`config.mk`:
```
export PLATFORM = sky130hd
export DESIGN_NAME = role_dealer
export DESIGN_NICKNAME = d
export VERILOG_FILES = /design/src/rtl/role_dealer_pkg.sv /design/src/rtl/role_decode.sv /design/src/rtl/role_dealer.sv
export SDC_FILE = /design/constraint.sdc
export NUM_CORES = 1
export LEC_CHECK = 0
export BUFFER_PORTS_ARGS = -buffer_cell sky130_fd_sc_hd__buf_2
export CORE_UTILIZATION = 58
export CTS_BUF_LIST = sky130_fd_sc_hd__clkbuf_8
export CTS_CLUSTER_DIAMETER = 80
export DETAILED_ROUTE_END_ITERATION = 8
export HOLD_SLACK_MARGIN = 0.02
export PLACE_DENSITY_LB_ADDON = 0.12
export SYNTH_ARGS = -nofsm -noshare
export SYNTH_HDL_FRONTEND = slang
export SYNTH_HIERARCHICAL = 1
export SYNTH_SLANG_ARGS = --single-unit
```
`constraint.sdc`:
```
create_clock -name clock -period 1.7 [get_ports clock]
set_input_delay 0.17 -clock clock [delete_from_list [all_inputs] [get_ports clock]]
set_output_delay 0.17 -clock clock [all_outputs]
set_load 0.01 [all_outputs]
```
`src/rtl/role_dealer_pkg.sv`:
```
// Shared constants, role codes and state encoding for the role dealer and game FSM.
package role_dealer_pkg;

  localparam int unsigned N_PLAYERS   = 5;
  localparam int unsigned ROLE_W      = 2;
  localparam int unsigned ROLE_WORD_W = ROLE_W * N_PLAYERS;
  localparam int unsigned SEED_COUNT  = 20;
  localparam int unsigned ADDR_W      = 5;
  localparam int unsigned PLAYER_W    = 3;

  localparam logic [PLAYER_W-1:0] NO_PLAYER   = 3'd7;
  localparam logic [PLAYER_W-1:0] LAST_PLAYER = PLAYER_W'(N_PLAYERS - 1);

  typedef enum logic [ROLE_W-1:0] {
    ROLE_VILLAGER = 2'b00,
    ROLE_WOLF     = 2'b01,
    ROLE_DOCTOR   = 2'b10,
    ROLE_ILLEGAL  = 2'b11
  } role_e;

  typedef enum logic [2:0] {
    StIdle,
    StWait,
    StLatch,
    StReveal,
    StDone,
    StError
  } state_e;

  // Player 0 sits in the most significant field of the role word.
  function automatic logic [ROLE_W-1:0] role_of(input logic [ROLE_WORD_W-1:0] word,
                                                input logic [PLAYER_W-1:0]    player);
    role_of = ROLE_VILLAGER;
    for (int unsigned p = 0; p < N_PLAYERS; p++) begin
      if (player == PLAYER_W'(p)) begin
        role_of = word[ROLE_WORD_W-1-ROLE_W*p -: ROLE_W];
      end
    end
  endfunction

endpackage

```
`src/rtl/role_decode.sv`:
```
// Combinational role-word checker: finds the wolf and doctor and flags malformed words.
module role_decode
  import role_dealer_pkg::*;
(
  input  logic [ROLE_WORD_W-1:0] roles,
  output logic [PLAYER_W-1:0]    wolf_id,
  output logic [PLAYER_W-1:0]    doctor_id,
  output logic                   valid
);

  logic [PLAYER_W-1:0] n_wolf;
  logic [PLAYER_W-1:0] n_doctor;
  logic                illegal;

  always_comb begin
    wolf_id   = NO_PLAYER;
    doctor_id = NO_PLAYER;
    n_wolf    = '0;
    n_doctor  = '0;
    illegal   = 1'b0;
    for (int unsigned p = 0; p < N_PLAYERS; p++) begin
      unique case (role_e'(roles[ROLE_WORD_W-1-ROLE_W*p -: ROLE_W]))
        ROLE_WOLF: begin
          wolf_id = PLAYER_W'(p);
          n_wolf  = n_wolf + PLAYER_W'(1);
        end
        ROLE_DOCTOR: begin
          doctor_id = PLAYER_W'(p);
          n_doctor  = n_doctor + PLAYER_W'(1);
        end
        ROLE_ILLEGAL:  illegal = 1'b1;
        ROLE_VILLAGER: ;
      endcase
    end
    valid = (n_wolf == PLAYER_W'(1)) && (n_doctor == PLAYER_W'(1)) && !illegal;
    // Never report a partial result from a rejected word.
    if (!valid) begin
      wolf_id   = NO_PLAYER;
      doctor_id = NO_PLAYER;
    end
  end

endmodule

```
`src/rtl/role_dealer.sv`:
```
// Deals roles for a 5-player round from a seed ROM and steps through a private reveal.
module role_dealer
  import role_dealer_pkg::*;
(
  input  logic                   clock,
  input  logic                   reset,
  input  logic                   start,
  input  logic                   next,
  output logic [ADDR_W-1:0]      rom_address,
  input  logic [ROLE_WORD_W-1:0] rom_data,
  output logic [ROLE_WORD_W-1:0] roles,
  output logic [PLAYER_W-1:0]    wolf_id,
  output logic [PLAYER_W-1:0]    doctor_id,
  output logic [PLAYER_W-1:0]    reveal_player,
  output logic [ROLE_W-1:0]      reveal_role,
  output logic                   reveal_valid,
  output logic                   busy,
  output logic                   dealt,
  output logic                   error
);

  state_e              state;
  logic [ADDR_W-1:0]   seed_cnt;
  logic [PLAYER_W-1:0] dec_wolf;
  logic [PLAYER_W-1:0] dec_doctor;
  logic                dec_valid;

  role_decode u_decode (
    .roles    (rom_data),
    .wolf_id  (dec_wolf),
    .doctor_id(dec_doctor),
    .valid    (dec_valid)
  );

  // Free-running so the seed depends only on when the start button is pressed.
  always_ff @(posedge clock or posedge reset) begin
    if (reset) begin
      seed_cnt <= '0;
    end else if (seed_cnt == ADDR_W'(SEED_COUNT - 1)) begin
      seed_cnt <= '0;
    end else begin
      seed_cnt <= seed_cnt + ADDR_W'(1);
    end
  end

  always_ff @(posedge clock or posedge reset) begin
    if (reset) begin
      state         <= StIdle;
      rom_address   <= '0;
      roles         <= '0;
      wolf_id       <= NO_PLAYER;
      doctor_id     <= NO_PLAYER;
      reveal_player <= '0;
      reveal_valid  <= 1'b0;
      busy          <= 1'b0;
      dealt         <= 1'b0;
      error         <= 1'b0;
    end else begin
      unique case (state)
        StIdle, StDone, StError: begin
          if (start) begin
            rom_address <= seed_cnt;
            dealt       <= 1'b0;
            error       <= 1'b0;
            busy        <= 1'b1;
            state       <= StWait;
          end
        end
        StWait: state <= StLatch;
        StLatch: begin
          roles     <= rom_data;
          wolf_id   <= dec_wolf;
          doctor_id <= dec_doctor;
          if (dec_valid) begin
            reveal_player <= '0;
            reveal_valid  <= 1'b1;
            state         <= StReveal;
          end else begin
            error <= 1'b1;
            busy  <= 1'b0;
            state <= StError;
          end
        end
        StReveal: begin
          if (next) begin
            if (reveal_player == LAST_PLAYER) begin
              reveal_valid <= 1'b0;
              dealt        <= 1'b1;
              busy         <= 1'b0;
              state        <= StDone;
            end else begin
              reveal_player <= reveal_player + PLAYER_W'(1);
            end
          end
        end
        default: state <= StIdle;
      endcase
    end
  end

  assign reveal_role = role_of(roles, reveal_player);

endmodule

```
# Word level (Yosys, flattened, before mapping)
# Index checks and enable logic that the tools add are counted.
[word_totals]
reg_bits = 36
output_inout_bits = 30
elab_cells = 126
[op_classes]
eq_ne = 33
n_addsub = 10
n_mux = 55
reduce_logical = 17
[op_table]
columns = ["cell", "count"]
rows = [
  ["3-bit two-way mux", 27],
  ["3-bit by 1-bit adder with 3-bit output, second input constant", 7],
  ["2-bit == test, second input constant", 10],
  ["1-bit two-way mux", 16],
  ["3-bit by 1-bit == test with 1-bit output, second input constant", 4],
  ["3-bit by 2-bit == test with 1-bit output, second input constant", 4],
  ["2-bit inequality test, second input constant", 6],
  ["3-bit case mux with 4 select lines", 1],
  ["4-bit AND reduction", 3],
  ["2-bit by 1-bit == test with 1-bit output, second input constant", 5],
  ["2-bit two-way mux", 5],
  ["3-bit == test, second input constant", 3],
  ["3-bit logical NOT", 2],
  ["1-bit case mux with 2 select lines", 3],
  ["3-bit case mux with 2 select lines", 1],
  ["3-bit AND reduction", 2],
  ["2-bit nonzero test", 3],
  ["5-bit by 1-bit adder with 5-bit output, second input constant", 1],
  ["5-bit == test, second input constant", 1],
  ["5-bit two-way mux", 1],
  ["5-bit AND reduction", 1],
  ["1-bit by 1-bit adder with 2-bit output, second input constant", 2],
  ["1-bit case mux with 3 select lines", 1],
  ["3-bit nonzero test", 1],
  ["4 further kinds", 5],
]

# Longest topological paths before layout
[depth]
ltp_word = 15
depth_mapped = 17
depth_no_buf = 17

# Cells and area by module
# Netlist, hierarchy kept.
[modules_own_cells]
columns = ["mod", "area_each_um2", "cells_each", "n_inst"]
rows = [
  ["role_dealer", 1724.2, 139, 1],
  ["role_decode", 628.1, 86, 1],
]

# Worst setup path before layout
# Ideal clock, no wire load.
[synth_path]
path_type = "input to register"
startpoint = "input port rom_data[6]"
endpoint = "register reveal_valid"
cell_stages = 16
arrival_ns = 3.137
path_slack_ns = -1.558
setup_time_ns = 0.121
cell_sequence = "nand2b_1 ha_1 xnor2_2 inv_1 ha_1 mux2_2 ha_1 nand3b_1 xor2_1 or3_1 a21oi_1 o21bai_2 and2_4 nor2_1 a211o_1 a22o_1"
[synth_between]
elab_chain_len = 13
word_cells_on_any_way = 28
classes_between = "6 x add/sub; 6 x eq/ne; 12 x mux; 4 x reduce/logical"
[synth_lines]
columns = ["item", "line", "text"]
rows = [
  ["start: declaration", "role_dealer.sv:10", "input logic [ROLE_WORD_W-1:0] rom_data,"],
  ["2-bit by 1-bit == test with 1-bit output / 2-bit == test (equally long branches)", "role_decode.sv:22", "unique case (role_e'(roles[ROLE_WORD_W-1-ROLE_W*p -: ROLE_W]))"],
  ["3-bit two-way mux", "role_decode.sv:22", ""],
  ["3-bit by 1-bit adder with 3-bit output, on equally long branches", "role_decode.sv:25, role_decode.sv:29", ""],
  ["3-bit two-way mux", "role_decode.sv:22", ""],
  ["3-bit by 1-bit adder with 3-bit output, on equally long branches", "role_decode.sv:25, role_decode.sv:29", ""],
  ["3-bit two-way mux", "role_decode.sv:22", ""],
  ["3-bit by 1-bit adder with 3-bit output, on equally long branches", "role_decode.sv:25, role_decode.sv:29", ""],
  ["3-bit two-way mux", "role_decode.sv:22", ""],
  ["3-bit by 1-bit == test with 1-bit output", "role_decode.sv:35", "valid = (n_wolf == PLAYER_W'(1)) && (n_doctor == PLAYER_W'(1)) && !illegal;"],
  ["1-bit logical AND", "role_decode.sv:35", ""],
  ["1-bit logical AND (*)", "role_decode.sv:35", ""],
  ["net dec_valid", "role_dealer.sv:26", "logic dec_valid;"],
  ["2-bit inequality test (no line) (*)", "n/a", ""],
  ["4-bit AND reduction (no line) (*)", "n/a", ""],
  ["end signal: assignment", "role_dealer.sv:54", "reveal_valid <= 1'b0;"],
  ["end signal: assignment", "role_dealer.sv:76", "reveal_valid <= 1'b1;"],
  ["end signal: assignment", "role_dealer.sv:87", "reveal_valid <= 1'b0;"],
  ["end: declaration", "role_dealer.sv:16", "output logic reveal_valid,"],
]
# The timed path passes the listed nets; every way through them passes the cells marked *.
# A chain may end at the register's enable or synchronous reset.

# Worst setup path after layout
[layout_path]
startpoint = "input port rom_data[7]"
endpoint = "register error"
[layout_between]
elab_chain_len = 13
word_cells_on_any_way = 28
classes_between = "6 x add/sub; 6 x eq/ne; 12 x mux; 4 x reduce/logical"
[layout_lines]
columns = ["item", "line", "text"]
rows = [
  ["2-bit by 1-bit == test with 1-bit output / 2-bit == test (equally long branches)", "role_decode.sv:22", ""],
  ["3-bit two-way mux", "role_decode.sv:22", ""],
  ["3-bit by 1-bit adder with 3-bit output, on equally long branches", "role_decode.sv:25, role_decode.sv:29", ""],
  ["3-bit two-way mux", "role_decode.sv:22", ""],
  ["3-bit by 1-bit adder with 3-bit output, on equally long branches", "role_decode.sv:25, role_decode.sv:29", ""],
  ["3-bit two-way mux", "role_decode.sv:22", ""],
  ["3-bit by 1-bit adder with 3-bit output, on equally long branches", "role_decode.sv:25, role_decode.sv:29", ""],
  ["3-bit two-way mux", "role_decode.sv:22", ""],
  ["3-bit by 1-bit == test with 1-bit output", "role_decode.sv:35", ""],
  ["1-bit logical AND", "role_decode.sv:35", ""],
  ["1-bit logical AND (*)", "role_decode.sv:35", ""],
  ["net dec_valid", "role_dealer.sv:26", ""],
  ["2-bit inequality test (no line) (*)", "n/a", ""],
  ["3-bit AND reduction (no line) (*)", "n/a", ""],
  ["end signal: assignment", "role_dealer.sv:57", "error <= 1'b0;"],
  ["end signal: assignment", "role_dealer.sv:64", "error <= 1'b0;"],
  ["end signal: assignment", "role_dealer.sv:79", "error <= 1'b1;"],
  ["end: declaration", "role_dealer.sv:19", "output logic error"],
]
# Marks and branches as above.

==> flow_summary.ini <==
[clocking]
numCtsBuffers = 5
cts_tree = done
cts_max_path_buffers = 2
cts_sinks = 36
clk_pin_slew_ps = 80
clock_latency_ps = 290
h-tree-depth = 2
cts-root-buf = clkbuf_8

[cells_and_area]
drive_gt1_frac = 0.556
finalInstanceArea_um2 = 3390
n_antenna_cell = 0
final_nets = 349
stdcell_count = 368
area_growth_pct = 44.2

[placed_design]
gp_congestion = 0.885
dpl_worst_slack_ps = -1460
io_buffers = 43
dpl-instance-area_um2 = 2950
dp_cells = 348
hpwl_um = 3970

[synthesis]
syn_area_per_cell_um2 = 10.5
synth.area.mux_share = 0.114
synth_compound_area_frac = 0.127
synth_edf_count = 0
yosysTopAreaCell = dfrtp_1
synthTopCellsByArea = dfrtp_1 32%, ha_1 8.5%, dfstp_2 6.7%, mux2_1 5.3%, mux2_2 5.3%
synth_seq_cells = 36
synth_cell_types = 56
synth-xor-area-share = 0.0404
synth_adder_area_share = 0.0851
yosysWarnings = 6
syn_area_um2 = 2350
synth_top_area_frac = 0.319
synthFlopType = dfrtp_1
synth_top_family_by_area = simple AND/OR/NAND/NOR gates
async_flop_share = 1.00
synthSimpleGateAreaFrac = 0.203
ys_seq_area_frac = 0.386
synth_cells = 225
synth_nets = 255

[timing]
worstMarginPinSlew_ps = 562
hold_slack_ps = 146
finalMaxSlewViolations = 0
setup_ws_ps = -1260
rsz0062_at_grt = yes
timing.final.crit_share = 1.74
fmax_mhz = 337
finalSetupViolations = 16
fin_skew_ps = 5.65
slew_headroom = 0.625
hold_violations = 0
period_needed_ps = 2960

[power]
irDropWorstVdd_uv = 817
p_per_area_nw_per_um2 = 1360
p_leak_uw = 0.00154

[outcome]
status = complete, but fails checks
violations = negative setup slack

[drt]
drtIter0Drc = 271
drtPass1Iterations = 5
route.detailed.drc = 0
route.vias.total = 2314
wl_per_cell_um = 22.0
vias_per_cell = 6.29
ant_nets = 0
drt_wl_total_um = 8110

[setup_path]
worstPathRequired_ps = 1920
crit_path_top_delay_cell = nor3b_2
r2r_setup_slack_ps = -50
critPathCaptureType = flip-flop
crit_top_cell = ha_4
cp_cell_sequence = buf_2 > buf_4 > nand2b_4 > inv_1 > ha_4 > nor2_1 > a21oi_2 > ha_4 > nand2_2 > nand2_2 > ha_4 > nand2_1 > xor2_2 > a21oi_2 > o21bai_4 > and2_4 > buf_4 > nor3b_2 > a21oi_1 > o21ai_1
arrival_ps = 3190
criticalPathCategory = input pin to flip-flop
slowest_delay_ps = 310
cp-start-kind = input pin
critPathMaxFanout = 4

[worst_hold_path]
min_path_type = input pin to flip-flop

[global_routing]
grt_pass1_wl_um = 10000
antenna_found_initial = 0
grt-ovfl-total = 0
grt_pass1_vias = 2073
grtUsageTotal = 0.319
grt_max_degree = 37

[die]
initial_utilization = 0.624
rows = 22
io_pins = 44
die_h_um = 65.7
core_um2 = 3770
die_area_um2 = 4310
fp.dieW_um = 65.7

[flow_run]
drv_cap = 0
==> synth_stat cells, drive strengths merged (3+ instances only) <==
cell / count
a211o: 3
a21oi: 7
a22oi: 3
a31oi: 3
buf: 5
dfrtp: 30
dfstp: 6
ha: 16
inv: 13
mux2: 22
nand2: 20
nand2b: 14
nand3: 11
nand3b: 5
nor2: 8
nor2b: 5
nor3: 3
o21ai: 8
xnor2: 3
xor2: 4
==> final cells by class <==
class	instances	area (um2)
Inverter	13	48.8
Sequential cell	36	910
Timing Repair Buffer	93	633
Clock buffer	5	68.8
Tap cell	48	60.1
Fill cell	168	379
Multi-Input combinational cell	170	1650
Clock inverter	3	18.8
==> final timing paths <==
kind,cells after the start,start,endpoint
max,20,rom_data[7],error
min,2,next,state[1]
max reg2reg,7,reveal_player[0],reveal_player[0]
min reg2reg,1,rom_address[2],rom_address[2]
max in group asynchronous,4,reset,wolf_id[0]
min in group asynchronous,4,reset,seed_cnt[2]
==> per-stage QoR <==
step	TNS, ps	power (uW)	util
floorplan	-15710	2720	-
global placement	-18090	3320	0.782
detailed placement	-18800	3380	0.782
CTS	-13890	4180	0.863
global route	-17970	4850	0.899
finish	-16250	4620	0.899
==> routing by layer <==
layer,vias to the layer above,wire length (um),global-route usage
met1,1102,2970,0.390
li1,989,-,-
met5,-,0,0
met4,0,527,0.139
met3,52,662,0.0660
met2,171,3950,0.538
==> logic make-up (layout without fill, tap and decap cells) <==
family / Yosys count / after routing
fa+ha+maj: 16 / 16
flops: 36 / 36
compound gates: 42 / 42
buf+inv: 19 / 114
mux: 24 / 24
xor+xnor: 7 / 7
simple gates: 81 / 81
==> worst max-delay path, delay by kind of cell <==
family,cells,cell delay (ps)
AOI/OAI and AO/OA,5,650
xor gates and xnor gates,1,220
adders and majority gates,3,570
buffers and inverters,4,540
and+or+nand+nor,7,1010
==> sequential cells by signal, indices dropped and copies added, names as in the netlist <==
signal	count
reveal_player	3
busy	1
seed_cnt	5
rom_address	5
dealt	1
doctor_id	3
state	3
wolf_id	3
error	1
reveal_valid	1
roles	10
==> cells in the final DEF (no fill, tap or decap), drive strengths merged, types with 2 or more instances in the layout <==
| master | instances |
|---|---|
| buf | 92 |
| dfrtp | 30 |
| mux2 | 22 |
| nand2 | 20 |
| ha | 16 |
| nand2b | 14 |
| inv | 13 |
| nand3 | 11 |
| o21ai | 8 |
| nor2 | 8 |
| a21oi | 7 |
| dfstp | 6 |
| nand3b | 5 |
| clkbuf | 5 |
| nor2b | 5 |
| xor2 | 4 |
| a31oi | 3 |
| a211o | 3 |
| a22oi | 3 |
| clkinv | 3 |
| nor3 | 3 |
| xnor2 | 3 |
| and2b | 2 |
| and2 | 2 |
| mux2i | 2 |
| a22o | 2 |
| a211oi | 2 |
| o22ai | 2 |
| and3 | 2 |
| nor4 | 2 |
| o31ai | 2 |
| o21bai | 2 |
| o32a | 2 |
==> report_power, final <==
| part | internal [uW] | switching [uW] | total, uW | leakage, uW |
|---|---|---|---|---|
| Combinational | 1250 | 1230 | 2480 | 0.00106 |
| Clock | 285 | 323 | 609 | 0.0000479 |
| Sequential | 1160 | 372 | 1530 | 0.000430 |
| Total | 2700 | 1930 | 4620 | 0.00154 |
==> what timing repair did <==
| item | 4_1_cts | 5_1_grt |
|---|---|---|
| buffers inserted | 6 | 6 |
| hold buffers | 1 | 0 |
| hold endpoints to repair | 30 | 0 |
| pin swaps | 10 | 16 |
| resized for setup | 31 | 21 |
| endpoints found under the setup margin | 16 | 16 |
(Power assumes the default switching activity.)
